<file path="src/rtl/sevenseg_scan_driver.sv">
// Time-multiplexed hex driver for an N-digit seven-segment display.
// One digit is driven per slot of DIV cycles. The first BLANK_CYCLES of each
// slot keep every anode off so the previous digit's pattern cannot ghost onto
// the next one. The displayed value is snapshotted once per frame so that a
// whole scan shows a single consistent number.
module sevenseg_scan_driver #(
  parameter int NUM_DIGITS     = 4,
  parameter int DIV            = 50000,
  parameter int BLANK_CYCLES   = 2,
  parameter bit SEG_ACTIVE_LOW = 1'b1,
  parameter bit AN_ACTIVE_LOW  = 1'b1,
  localparam int IDX_W = (NUM_DIGITS > 1) ? $clog2(NUM_DIGITS) : 1
) (
  input  logic                    clk,
  input  logic                    reset,
  input  logic                    en,
  input  logic [4*NUM_DIGITS-1:0] value,
  input  logic [NUM_DIGITS-1:0]   dp_in,
  input  logic                    lz_blank,
  output logic [6:0]              seg,
  output logic                    dp,
  output logic [NUM_DIGITS-1:0]   an,
  output logic [IDX_W-1:0]        digit_idx
);

  localparam int PRE_W = (DIV > 1) ? $clog2(DIV) : 1;
  localparam logic [PRE_W-1:0] PRE_LAST  = PRE_W'(DIV - 1);
  localparam logic [PRE_W-1:0] PRE_BLANK = PRE_W'(BLANK_CYCLES);
  localparam logic [IDX_W-1:0] IDX_LAST  = IDX_W'(NUM_DIGITS - 1);

  localparam logic [6:0]            SEG_OFF = {7{SEG_ACTIVE_LOW}};
  localparam logic                  DP_OFF  = SEG_ACTIVE_LOW;
  localparam logic [NUM_DIGITS-1:0] AN_OFF  = {NUM_DIGITS{AN_ACTIVE_LOW}};

  logic [PRE_W-1:0]        pre;
  logic [IDX_W-1:0]        idx;
  logic [4*NUM_DIGITS-1:0] snap_val;
  logic [NUM_DIGITS-1:0]   snap_dp;

  logic                    slot_end;
  logic                    frame_end;
  logic [3:0]              nib;
  logic                    zero_above;
  logic [NUM_DIGITS-1:0]   blank;
  logic [6:0]              lit_seg;
  logic                    lit_dp;
  logic [NUM_DIGITS-1:0]   lit_an;

  // Hex to segment pattern, logical lit = 1, bit 6 = segment a.
  function automatic logic [6:0] hex_to_seg(input logic [3:0] h);
    logic [6:0] s;
    case (h)
      4'h0: s = 7'b1111110;
      4'h1: s = 7'b0110000;
      4'h2: s = 7'b1101101;
      4'h3: s = 7'b1111001;
      4'h4: s = 7'b0110011;
      4'h5: s = 7'b1011011;
      4'h6: s = 7'b1011111;
      4'h7: s = 7'b1110000;
      4'h8: s = 7'b1111111;
      4'h9: s = 7'b1111011;
      4'hA: s = 7'b1110111;
      4'hB: s = 7'b0011111;
      4'hC: s = 7'b1001110;
      4'hD: s = 7'b0111101;
      4'hE: s = 7'b1001111;
      default: s = 7'b1000111;
    endcase
    return s;
  endfunction

  assign slot_end  = (pre == PRE_LAST);
  assign frame_end = en && slot_end && (idx == IDX_LAST);

  // Next-cycle drive in logical (lit = 1) form; polarity is applied at the register.
  always_comb begin
    zero_above = 1'b1;
    blank      = '0;
    lit_seg    = '0;
    lit_dp     = 1'b0;
    lit_an     = '0;
    nib        = 4'(snap_val >> {idx, 2'b00});
    // Walk from the most significant digit down; a digit blanks only while
    // everything above it (and itself) is zero. Digit 0 always shows.
    for (int i = NUM_DIGITS - 1; i >= 0; i--) begin
      zero_above = zero_above && (snap_val[4*i +: 4] == 4'h0);
      blank[i]   = lz_blank && (i != 0) && zero_above;
    end
    if (en && (pre >= PRE_BLANK)) begin
      lit_an[idx] = 1'b1;
      lit_seg     = blank[idx] ? 7'h00 : hex_to_seg(nib);
      lit_dp      = snap_dp[idx];
    end
  end

  // Prescaler, digit index, frame snapshot and registered pin drives.
  always_ff @(posedge clk) begin
    if (reset) begin
      pre       <= '0;
      idx       <= '0;
      snap_val  <= value;
      snap_dp   <= dp_in;
      seg       <= SEG_OFF;
      dp        <= DP_OFF;
      an        <= AN_OFF;
      digit_idx <= '0;
    end else begin
      seg       <= lit_seg ^ {7{SEG_ACTIVE_LOW}};
      dp        <= lit_dp ^ SEG_ACTIVE_LOW;
      an        <= lit_an ^ {NUM_DIGITS{AN_ACTIVE_LOW}};
      digit_idx <= idx;
      if (en) begin
        if (slot_end) begin
          pre <= '0;
          idx <= (idx == IDX_LAST) ? '0 : idx + IDX_W'(1);
        end else begin
          pre <= pre + PRE_W'(1);
        end
      end
      if (frame_end) begin
        snap_val <= value;
        snap_dp  <= dp_in;
      end
    end
  end

endmodule

</file>
<file path="config.mk">
export PLATFORM = sky130hd
export DESIGN_NAME = sevenseg_scan_driver
export DESIGN_NICKNAME = d
export VERILOG_FILES = /design/src/rtl/sevenseg_scan_driver.sv
export SDC_FILE = /design/constraint.sdc
export NUM_CORES = 1
export LEC_CHECK = 0
export ABC_AREA = 1
export BUFFER_PORTS_ARGS = -buffer_cell sky130_fd_sc_hd__clkbuf_2
export CORE_MARGIN = 1
export CORE_UTILIZATION = 60
export CTS_BUF_LIST = sky130_fd_sc_hd__clkbuf_16
export DETAILED_ROUTE_END_ITERATION = 7
export GPL_TIMING_DRIVEN = 0
export HOLD_SLACK_MARGIN = 0.08
export PLACE_DENSITY = 0.87
export SYNTH_ARGS = -nofsm -noshare
export SYNTH_HDL_FRONTEND = slang
export SYNTH_SLANG_ARGS = --single-unit
</file>
<file path="constraint.sdc">
create_clock -name clk -period 6.2 [get_ports clk]
set_input_delay 0.31 -clock clk [delete_from_list [all_inputs] [get_ports clk]]
set_output_delay 0.31 -clock clk [all_outputs]
set_load 0.005 [all_outputs]
</file>
After elaboration in Yosys (flattened, before gate mapping)
Memory sizes are Yosys's and may differ from the RTL's.
Cells that the tools add are included.

word-level totals
  register bits after elaboration = 52
  bits in read-only memories = 112
  bits of input ports = 24
  output and inout bits = 14
  logic and storage cells = 50
  memories = 1

memories
  memory            depth  bits a word  rd ports  clocked after Yosys merged registers in  write ports  RTL line  source
  (name not given)  16     7            1         0                                        0            52        case (h)

cells by class
  add/sub/neg operators = 2
  $lt $le $gt $ge = 3
  eq/ne operators = 2
  shift-type cells = 1
  muxes and demuxes = 16
  bitwise gates (word level) = 3
  reductions and logical operators = 14

operators with widths
  operator                                                     count
  2-to-1 mux 16 bit                                            3
  adder 16 x 1 -> 16 bit (second input constant)               1
  == test 16 bit (second input constant)                       1
  >= comparator 16 x 2 -> 1 bit (second input constant)        1
  right shift 16 x 4 -> 4 bit                                  1
  2-to-1 mux 7 bit                                             2
  zero test 4 bit                                              3
  2-to-1 mux 4 bit                                             3
  logical AND 1 bit                                            9
  NOT 7 bit                                                    1
  binary-select mux 1 bit (select 2 bit)                       2
  2-to-1 mux 1 bit                                             4
  NOT 4 bit                                                    1
  less-than comparator 2 x 3 -> 1 bit (second input constant)  1
  adder 2 x 1 -> 2 bit (second input constant)                 1
  demux 1 bit (select 2 bit)                                   1
  == test 2 bit (second input constant)                        1
  >= comparator 2 x 1 -> 1 bit (second input constant)         1
  2-to-1 mux 2 bit                                             1
  AND reduction 2 bit                                          1
  nonzero test 2 bit                                           1
  NOT 1 bit                                                    1

Depth between registers and ports, before layout
Gate-level depths: netlist (run 1).

  word-level depth = 9
  gate-level depth with buffers = 13
  gate-level depth less buffers = 12

Worst setup path before layout (run 1)
Ideal clock, no wire load.

  path kind = register to register
  start = register pre[1]
  end = register snap_dp[0] (enable)
  setup time = 383 ps
  arrival time = 1620 ps
  data required time = 5817 ps
  path slack = 4198 ps
  cell stages (with the launch flop) = 8
  path buffers = 0
  period minus slack after synthesis = 2002 ps
  cell sequence = dfxtp_1 ha_1 nand2_1 inv_2 nand2_2 nor2_4 nand3_4 o21ai_2

between the ends
  cells in the longest elaborated chain, start to end = 4

RTL lines
  item                            RTL line  source
  start: declaration              35        logic [PRE_W-1:0] pre;
  start signal: assignment        118       pre <= pre + PRE_W'(1);
  == test 16 bit                  73        assign slot_end = (pre == PRE_LAST);
  logical AND 1 bit (2 in a row)  74        assign frame_end = en && slot_end && (idx == IDX_LAST);
  nonzero test 2 bit (no line)    n/a
  end signal: assignment          103       snap_dp <= dp_in;
  end signal: assignment          123       snap_dp <= dp_in;
  end: declaration                38        logic [NUM_DIGITS-1:0] snap_dp;

Every way passes these cells.
A chain may end at the register's enable or synchronous reset.

Final worst setup path (run 1)
  start = register pre[1]
  end = register snap_dp[3] (enable)

Same word-level chain as after synthesis.

==> flow_metrics.env, run 1 <==
export IMPL_outcome="finished, final reports clean"
export IMPL_fin_tns_setup_ns=0
export IMPL_diodes=0
export IMPL_worstSetupStartpointType="register"
export IMPL_hold_depth=1
export IMPL_num_fill_cells=299
export IMPL_ant_nets=0
export IMPL_numPortBuffers=36
export IMPL_async_flop_share_pct=0
export IMPL_clk_insertion_delay_late_ns=0.29
export IMPL_multi_input_area_sq_um=1318
export IMPL_yosysTopAreaCellShare_pct=23.50
export IMPL_synth_top_area_cell="dfxtp_1"
export IMPL_overflow=0
export IMPL_fp_dieW_um=69.41
export IMPL_leakage_uw=0.001385
export IMPL_critical_path_class="reg2reg"
export IMPL_synth_warnings=0
export IMPL_cts_num_sinks=52
export IMPL_routed_wl_um=5160
export IMPL_final_seq_area_sq_um=1241
export IMPL_track_usage_pct=23.17
export IMPL_finalCritPeriodShare_pct=37.31
export IMPL_ys_top_cells_by_area="dfxtp_1 (23%), edfxtp_1 (22%), nand2_1 (9.2%)"
export IMPL_critPathBufInv=1
export IMPL_synth_cell_type_count=36
export IMPL_rows=24
export IMPL_place_hpwl_um=3587
export IMPL_cp_depth=7
export IMPL_crit_family="compound AO/OA/AOI/OAI gates"
export IMPL_p_total_uw=754.9
export IMPL_yosysMostFrequentCell="nand2_1"
export IMPL_die_h_um=69.41
export IMPL_syn_area_sq_um=2726
export IMPL_dpl_cell_area_sq_um=2972
export IMPL_wl_per_cell_um=12.59
export IMPL_syn2layout_area_growth_pct=15.14
export IMPL_slew_violations=0
export IMPL_grt_max_degree=22
export IMPL_antenna_found_initial=0
export IMPL_required_ns=6.11
export IMPL_reg2reg_to="snap_dp[3]$_DFFE_PP_"
export IMPL_nets=393
export IMPL_yosys_register_bits=52
export IMPL_r2r_slack_ns=3.89
export IMPL_ir_drop_mv=0.2151
export IMPL_synthCells=314
export IMPL_slowest_delay_ns=0.77
export IMPL_ctsResizeCount=0
export IMPL_cts_tree="built"
export IMPL_drive_gt1_share_pct=31.84
export IMPL_drc_errors=0
export IMPL_cts_setup_buffers=0
export IMPL_vias=2137
export IMPL_max_freq_ghz=0.4323
export IMPL_min_path_type="in2reg"
export IMPL_critPathCapture="snap_dp[3]$_DFFE_PP_"
export IMPL_coreArea_sq_um=4354
export IMPL_setup_worst_path_start="pre[1]$_SDFFE_PP0P_"
export IMPL_cts_max_path_buffers=2
export IMPL_initialDrtViolationCount=205
export IMPL_rr_worst_depth=7
export IMPL_yosysSeqAreaShare_pct=45.53
export IMPL_grt_first_pass_wirelength_um=8845
export IMPL_cts_hold_buf=0
export IMPL_clock_root_buffer="clkbuf_16"
export IMPL_ys_top_cells_by_count="nand2_1 (67), nor2_1 (45), dfxtp_1 (32)"
export IMPL_cp_max_fo=21
export IMPL_synth_fp_nets=350
export IMPL_final_util_pct=72.10
export IMPL_io_pins=38
export IMPL_first_pass_iters=4
export IMPL_power_density_nw_per_um2=240.5
export IMPL_viasPerCell=5.212
export IMPL_finalHoldViolCount=0
export IMPL_fin_crit_ns=2.313
export IMPL_numCtsBuffers=5
export IMPL_grt_pass1_vias=2052
export IMPL_setup_viol=0
export IMPL_worst_hold_slack_ns=0.1924
export IMPL_place_congestion=0.8610
export IMPL_rsz0062_at_grt="false"
export IMPL_worst_ep_arrival_time_ns=2.23
export IMPL_htree_num_levels=2
export IMPL_crit_slowest_cell="o21ai_2"
export IMPL_path_clk_slew_ns=0.06
export IMPL_synth_flop_cell="dfxtp_1"
export IMPL_skew_ns=0.006758
export IMPL_initial_core_util_pct=62.61
export IMPL_synth_edf_count=20
export IMPL_rr_startpoint="pre[1]$_SDFFE_PP0P_"
export IMPL_worst_pin_slew_ns=0.9625
export IMPL_crit_chain="ha_1 > nand2_1 > inv_2 > nand2_2 > nor2_4 > nand3_4 > o21ai_2"
export IMPL_drv_cap=0
export IMPL_die_area_sq_um=4818
export IMPL_crit_path_end_kind="register"
export IMPL_syn_avg_cell_area_sq_um=8.683
export IMPL_design_area_sq_um=3139
export IMPL_relSlewSlack_pct=35.82
==> kinds of logic (layout without fill, tap and decap cells) <==
kind of cell	after synthesis	count (layout)	share of synthesized area, %
xor+xnor	3	3	0.9639
buf+inv	37	81	6.150
flops	52	52	45.53
fa+ha+maj	12	12	5.507
simple gates	189	189	36.67
compound gates	21	21	5.186
==> worst reg2reg max path: cells and delay by family, from the launching register on <==
kind	cells	cell delay, ns
compound gates	1	0.77
fa+ha+maj	1	0.20
buf+inv	1	0.09
flops	1	0.41
simple gates	4	0.47
==> routing by layer <==
metal	global-route usage [%]	wire (um)	up-vias
met4	9.751	90	0
met1	28.35	2252	967
li1	-	-	1090
met5	0	0	-
met2	38.73	2500	71
met3	5.959	317	9
==> state kept, by name, summed over array words and instances (netlist names) <==
signal	count
snap_dp	4
digit_idx	2
idx	2
seg	7
snap_val	16
pre	16
an	4
dp	1
==> worst min path at each step <==
| stage | from | endpoint | slack, ns |
|---|---|---|---|
| finish | value[8] | snap_val[8]$_DFFE_PP_ | 0.19 |
| global route | value[6] | snap_val[6]$_DFFE_PP_ | 0.19 |
| CTS | value[13] | snap_val[13]$_DFFE_PP_ | 0.19 |
| detailed placement | pre[0]$_SDFFE_PP0P_ | pre[0]$_SDFFE_PP0P_ | 0.48 |
| global placement | pre[0]$_SDFFE_PP0P_ | pre[0]$_SDFFE_PP0P_ | 0.47 |
| floorplan | dp_in[0] | snap_dp[0]$_DFFE_PP_ | 0.41 |
==> placed cells by master, fill, tap and decap left out, types with 5 or more instances in the layout <==
cell type and instances:
o21ai_0 6, nand3_1 18, nand2_1 67, nor2_1 45
nand2_4 5, edfxtp_1 20, inv_2 10, a21oi_1 6
dfxtp_1 32, clkbuf_16 5, ha_1 12, nor2_4 5
clkbuf_2 36, nand3_2 9, nand2_2 20, inv_1 21
==> report_power, final <==
part | internal [uW] | leakage, uW | total (uW) | switching [uW]
combinational | 25.2 | 0.000850 | 65.9 | 40.8
sequential | 371 | 0.000455 | 377 | 6.85
clock | 190 | 0.0000798 | 311 | 122
==> cell type report <==
| type | instances | share of cell area (%) |
|---|---|---|
| clock buffers | 5 | 3.986 |
| multi-input cells | 225 | 41.97 |
| flip-flops and latches | 52 | 39.54 |
| inverters | 32 | 3.906 |
| clock inverters | 3 | 1.355 |
| repair buffers | 36 | 5.739 |
| well taps | 52 | 2.073 |
| plain buffers | 5 | 1.435 |
==> through the flow <==
step | cells | setup WS (ns)
finish | 410 | 3.887
global route | 410 | 3.701
CTS | 410 | 3.887
detailed placement | 402 | 3.919
global placement | 402 | 3.942
floorplan | 314 | 4.198
(Power assumes the default switching activity.)
==> run 2: changes to the inputs <==
--- a/config.mk
+++ b/config.mk
@@ -8,12 +8,12 @@
 export ABC_AREA = 1
 export BUFFER_PORTS_ARGS = -buffer_cell sky130_fd_sc_hd__clkbuf_2
 export CORE_MARGIN = 1
-export CORE_UTILIZATION = 60
+export CORE_UTILIZATION = 57
 export CTS_BUF_LIST = sky130_fd_sc_hd__clkbuf_16
 export DETAILED_ROUTE_END_ITERATION = 7
 export GPL_TIMING_DRIVEN = 0
 export HOLD_SLACK_MARGIN = 0.08
-export PLACE_DENSITY = 0.87
+export PLACE_DENSITY = 0.83
 export SYNTH_ARGS = -nofsm -noshare
 export SYNTH_HDL_FRONTEND = slang
 export SYNTH_SLANG_ARGS = --single-unit
==> constraint.sdc (replaced) <==
create_clock -name clk -period 2.15 [get_ports clk]
set_input_delay 0.1075 -clock clk [delete_from_list [all_inputs] [get_ports clk]]
set_output_delay 0.1075 -clock clk [all_outputs]
set_load 0.005 [all_outputs]
==> run 2 against run 1 <==
  * The run now ends with DRC left
  * Sequential power grew to 2.9 times the previous value
  * Design area is 7.1% higher
  * First-iteration DRC count is 36% lower
  * Die area is 5.1% higher
  * Count of clock-buffer cells in the layout stayed put
  * Register-to-register slack worse by 3.7 ns
  * Power grew to 2.9 times the previous value
  * Largest power group unchanged
==> flow_metrics.env, run 2 (synthesized netlist as in run 1, its figures left out) <==
export IMPL_grt_first_pass_wirelength_um=9535
export IMPL_ant_nets=0
export IMPL_diodes=0
export IMPL_ir_drop_mv=0.6936
export IMPL_largestRegisters="pre (16), snap_val (16), seg (7)"
export IMPL_drv_cap=0
export IMPL_htree_num_levels=2
export IMPL_cp_max_fo=11
export IMPL_coreArea_sq_um=4474
export IMPL_r2r_slack_ns=0.23
export IMPL_viasPerCell=5.032
export IMPL_finalCritPeriodShare_pct=89.33
export IMPL_met1_usage_pct=29.40
export IMPL_io_pins=38
export IMPL_violations="DRC"
export IMPL_initial_core_util_pct=60.93
export IMPL_max_freq_ghz=0.5206
export IMPL_wl_per_cell_um=13.25
export IMPL_critical_path_class="reg2reg"
export IMPL_relSlewSlack_pct=71.02
export IMPL_routed_wl_um=5709
export IMPL_first_pass_iters=6
export IMPL_overflow=0
export IMPL_required_ns=2.11
export IMPL_use_met3_pct=5.128
export IMPL_worst_pin_slew_ns=0.4347
export IMPL_numCtsBuffers=5
export IMPL_drc_errors=1
export IMPL_die_h_um=71.16
export IMPL_drive_gt1_share_pct=30.08
export IMPL_die_area_sq_um=5064
export IMPL_dpl_cell_area_sq_um=2972
export IMPL_initialDrtViolationCount=132
export IMPL_grt_use_met2_pct=43.17
export IMPL_crit_chain="ha_1 > nand2_1 > inv_2 > nand2_2 > nor2_4 > nand3_4 > o21ai_4"
export IMPL_reg2reg_to="snap_val[2]$_DFFE_PP_"
export IMPL_clk_insertion_delay_late_ns=0.29
export IMPL_finalHoldViolCount=0
export IMPL_hp_start="reset"
export IMPL_cts_tree="built"
export IMPL_top_usage_layer="met2"
export IMPL_numPortBuffers=36
export IMPL_multi_input_area_sq_um=1341
export IMPL_fin_crit_ns=1.921
export IMPL_clock_root_buffer="clkbuf_16"
export IMPL_num_fill_cells=322
export IMPL_p_total_uw=2219
export IMPL_outcome="complete, but fails checks"
export IMPL_cts_max_path_buffers=2
export IMPL_crit_path_end_kind="register"
export IMPL_antenna_found_initial=0
export IMPL_place_hpwl_um=3586
export IMPL_nets=414
export IMPL_slowest_delay_ns=0.41
export IMPL_skew_ns=0.006325
export IMPL_mostFrequentLayoutCells="nand2_1 (67), nor2_1 (45), clkbuf_2 (36)"
export IMPL_worstSetupStartpointType="register"
export IMPL_syn2layout_area_growth_pct=23.36
export IMPL_grt_pass1_vias=2171
export IMPL_grt_max_degree=22
export IMPL_slew_violations=0
export IMPL_rr_worst_depth=7
export IMPL_leakage_uw=0.001478
export IMPL_cts_num_sinks=52
export IMPL_track_usage_pct=24.42
export IMPL_rsz0062_at_grt="false"
export IMPL_place_congestion=0.8988
export IMPL_final_seq_area_sq_um=1241
export IMPL_power_density_nw_per_um2=659.8
export IMPL_rows=24
export IMPL_crit_slowest_cell="dfxtp_1"
export IMPL_fp_dieW_um=71.16
export IMPL_vias=2169
export IMPL_cts_setup_buffers=0
export IMPL_setup_viol=0
export IMPL_min_path_type="in2reg"
export IMPL_design_area_sq_um=3363
export IMPL_path_clk_slew_ns=0.07
export IMPL_worst_ep_arrival_time_ns=1.88
export IMPL_final_common_cell="nand2_1"
export IMPL_hold_depth=2
export IMPL_crit_family="simple AND/OR/NAND/NOR gates"
export IMPL_min_to="pre[11]$_SDFFE_PP0P_"
export IMPL_rr_startpoint="pre[1]$_SDFFE_PP0P_"
export IMPL_critPathBufInv=1
==> run 2: cell types whose count changed in the layout (fill, tap and decap cells not counted), sizes merged <==
cell / previous run / this run
clkinv: 1 / 0
inv: 32 / 34
dlygate4sd3: 0 / 20
o21ai: 11 / 12
clkinvlp: 1 / 0
==> run 2: area by class of cell <==
cell class,instances,share of cell area [%]
clock buffers,5,3.720
repair buffers,56,11.31
well taps,52,1.935
flip-flops and latches,52,36.90
inverters,32,3.646
plain buffers,5,1.339
multi-input cells,226,39.88
clock inverters,3,1.265
==> run 2: worst max-delay path by stage <==
stage	start	to	cells after the start
after detailed placement	pre[1]$_SDFFE_PP0P_	snap_val[8]$_DFFE_PP_	7
after global routing	idx[0]$_SDFFE_PP0N_	seg[6]$_SDFF_PP1_	13
after floorplan	pre[1]$_SDFFE_PP0P_	snap_dp[0]$_DFFE_PP_	7
final	pre[1]$_SDFFE_PP0P_	snap_val[2]$_DFFE_PP_	7
after CTS	pre[1]$_SDFFE_PP0P_	snap_val[8]$_DFFE_PP_	7
after global placement	pre[1]$_SDFFE_PP0P_	snap_val[6]$_DFFE_PP_	7
==> run 2: where the power goes <==
part / internal (uW) / switching (uW)
clock: 550 / 356
combinational: 97.7 / 125
sequential: 1070 / 22.5
==> run 2: metrics by stage <==
step / TNS (ns) / util, % / hold slack, ns / instances / setup slack, ns
2_1_floorplan: 0 / - / 0.2064 / 314 / 0.1477
3_3_place_gp: -2.308 / 66.42 / 0.2844 / 402 / -0.1160
3_5_place_dp: -3.222 / 66.42 / 0.2861 / 402 / -0.1616
4_1_cts: 0 / 74.80 / 0.2020 / 430 / 0.08182
5_1_grt: 0 / 75.17 / 0.2170 / 431 / 0.04111
6_report: 0 / 75.17 / 0.2007 / 431 / 0.2293
==> run 2: metal layers <==
layer  share of wire (%)  routed length, um  vias up
met3                 4.8                272        8
met5                   0                  0        -
met2                  50               2852       53
met1                  44               2487      978
li1                    -                  -     1130
met4                 1.7                 97        0
==> run 2: timing repair <==
action / CTS / global route
pin swaps: 0 / 1
gates resized for setup: 1 / 1
setup endpoints to repair: 21 / 20
hold buffers: 20 / 0
endpoints found under the hold margin: 20 / 0
gates cloned: 0 / 1
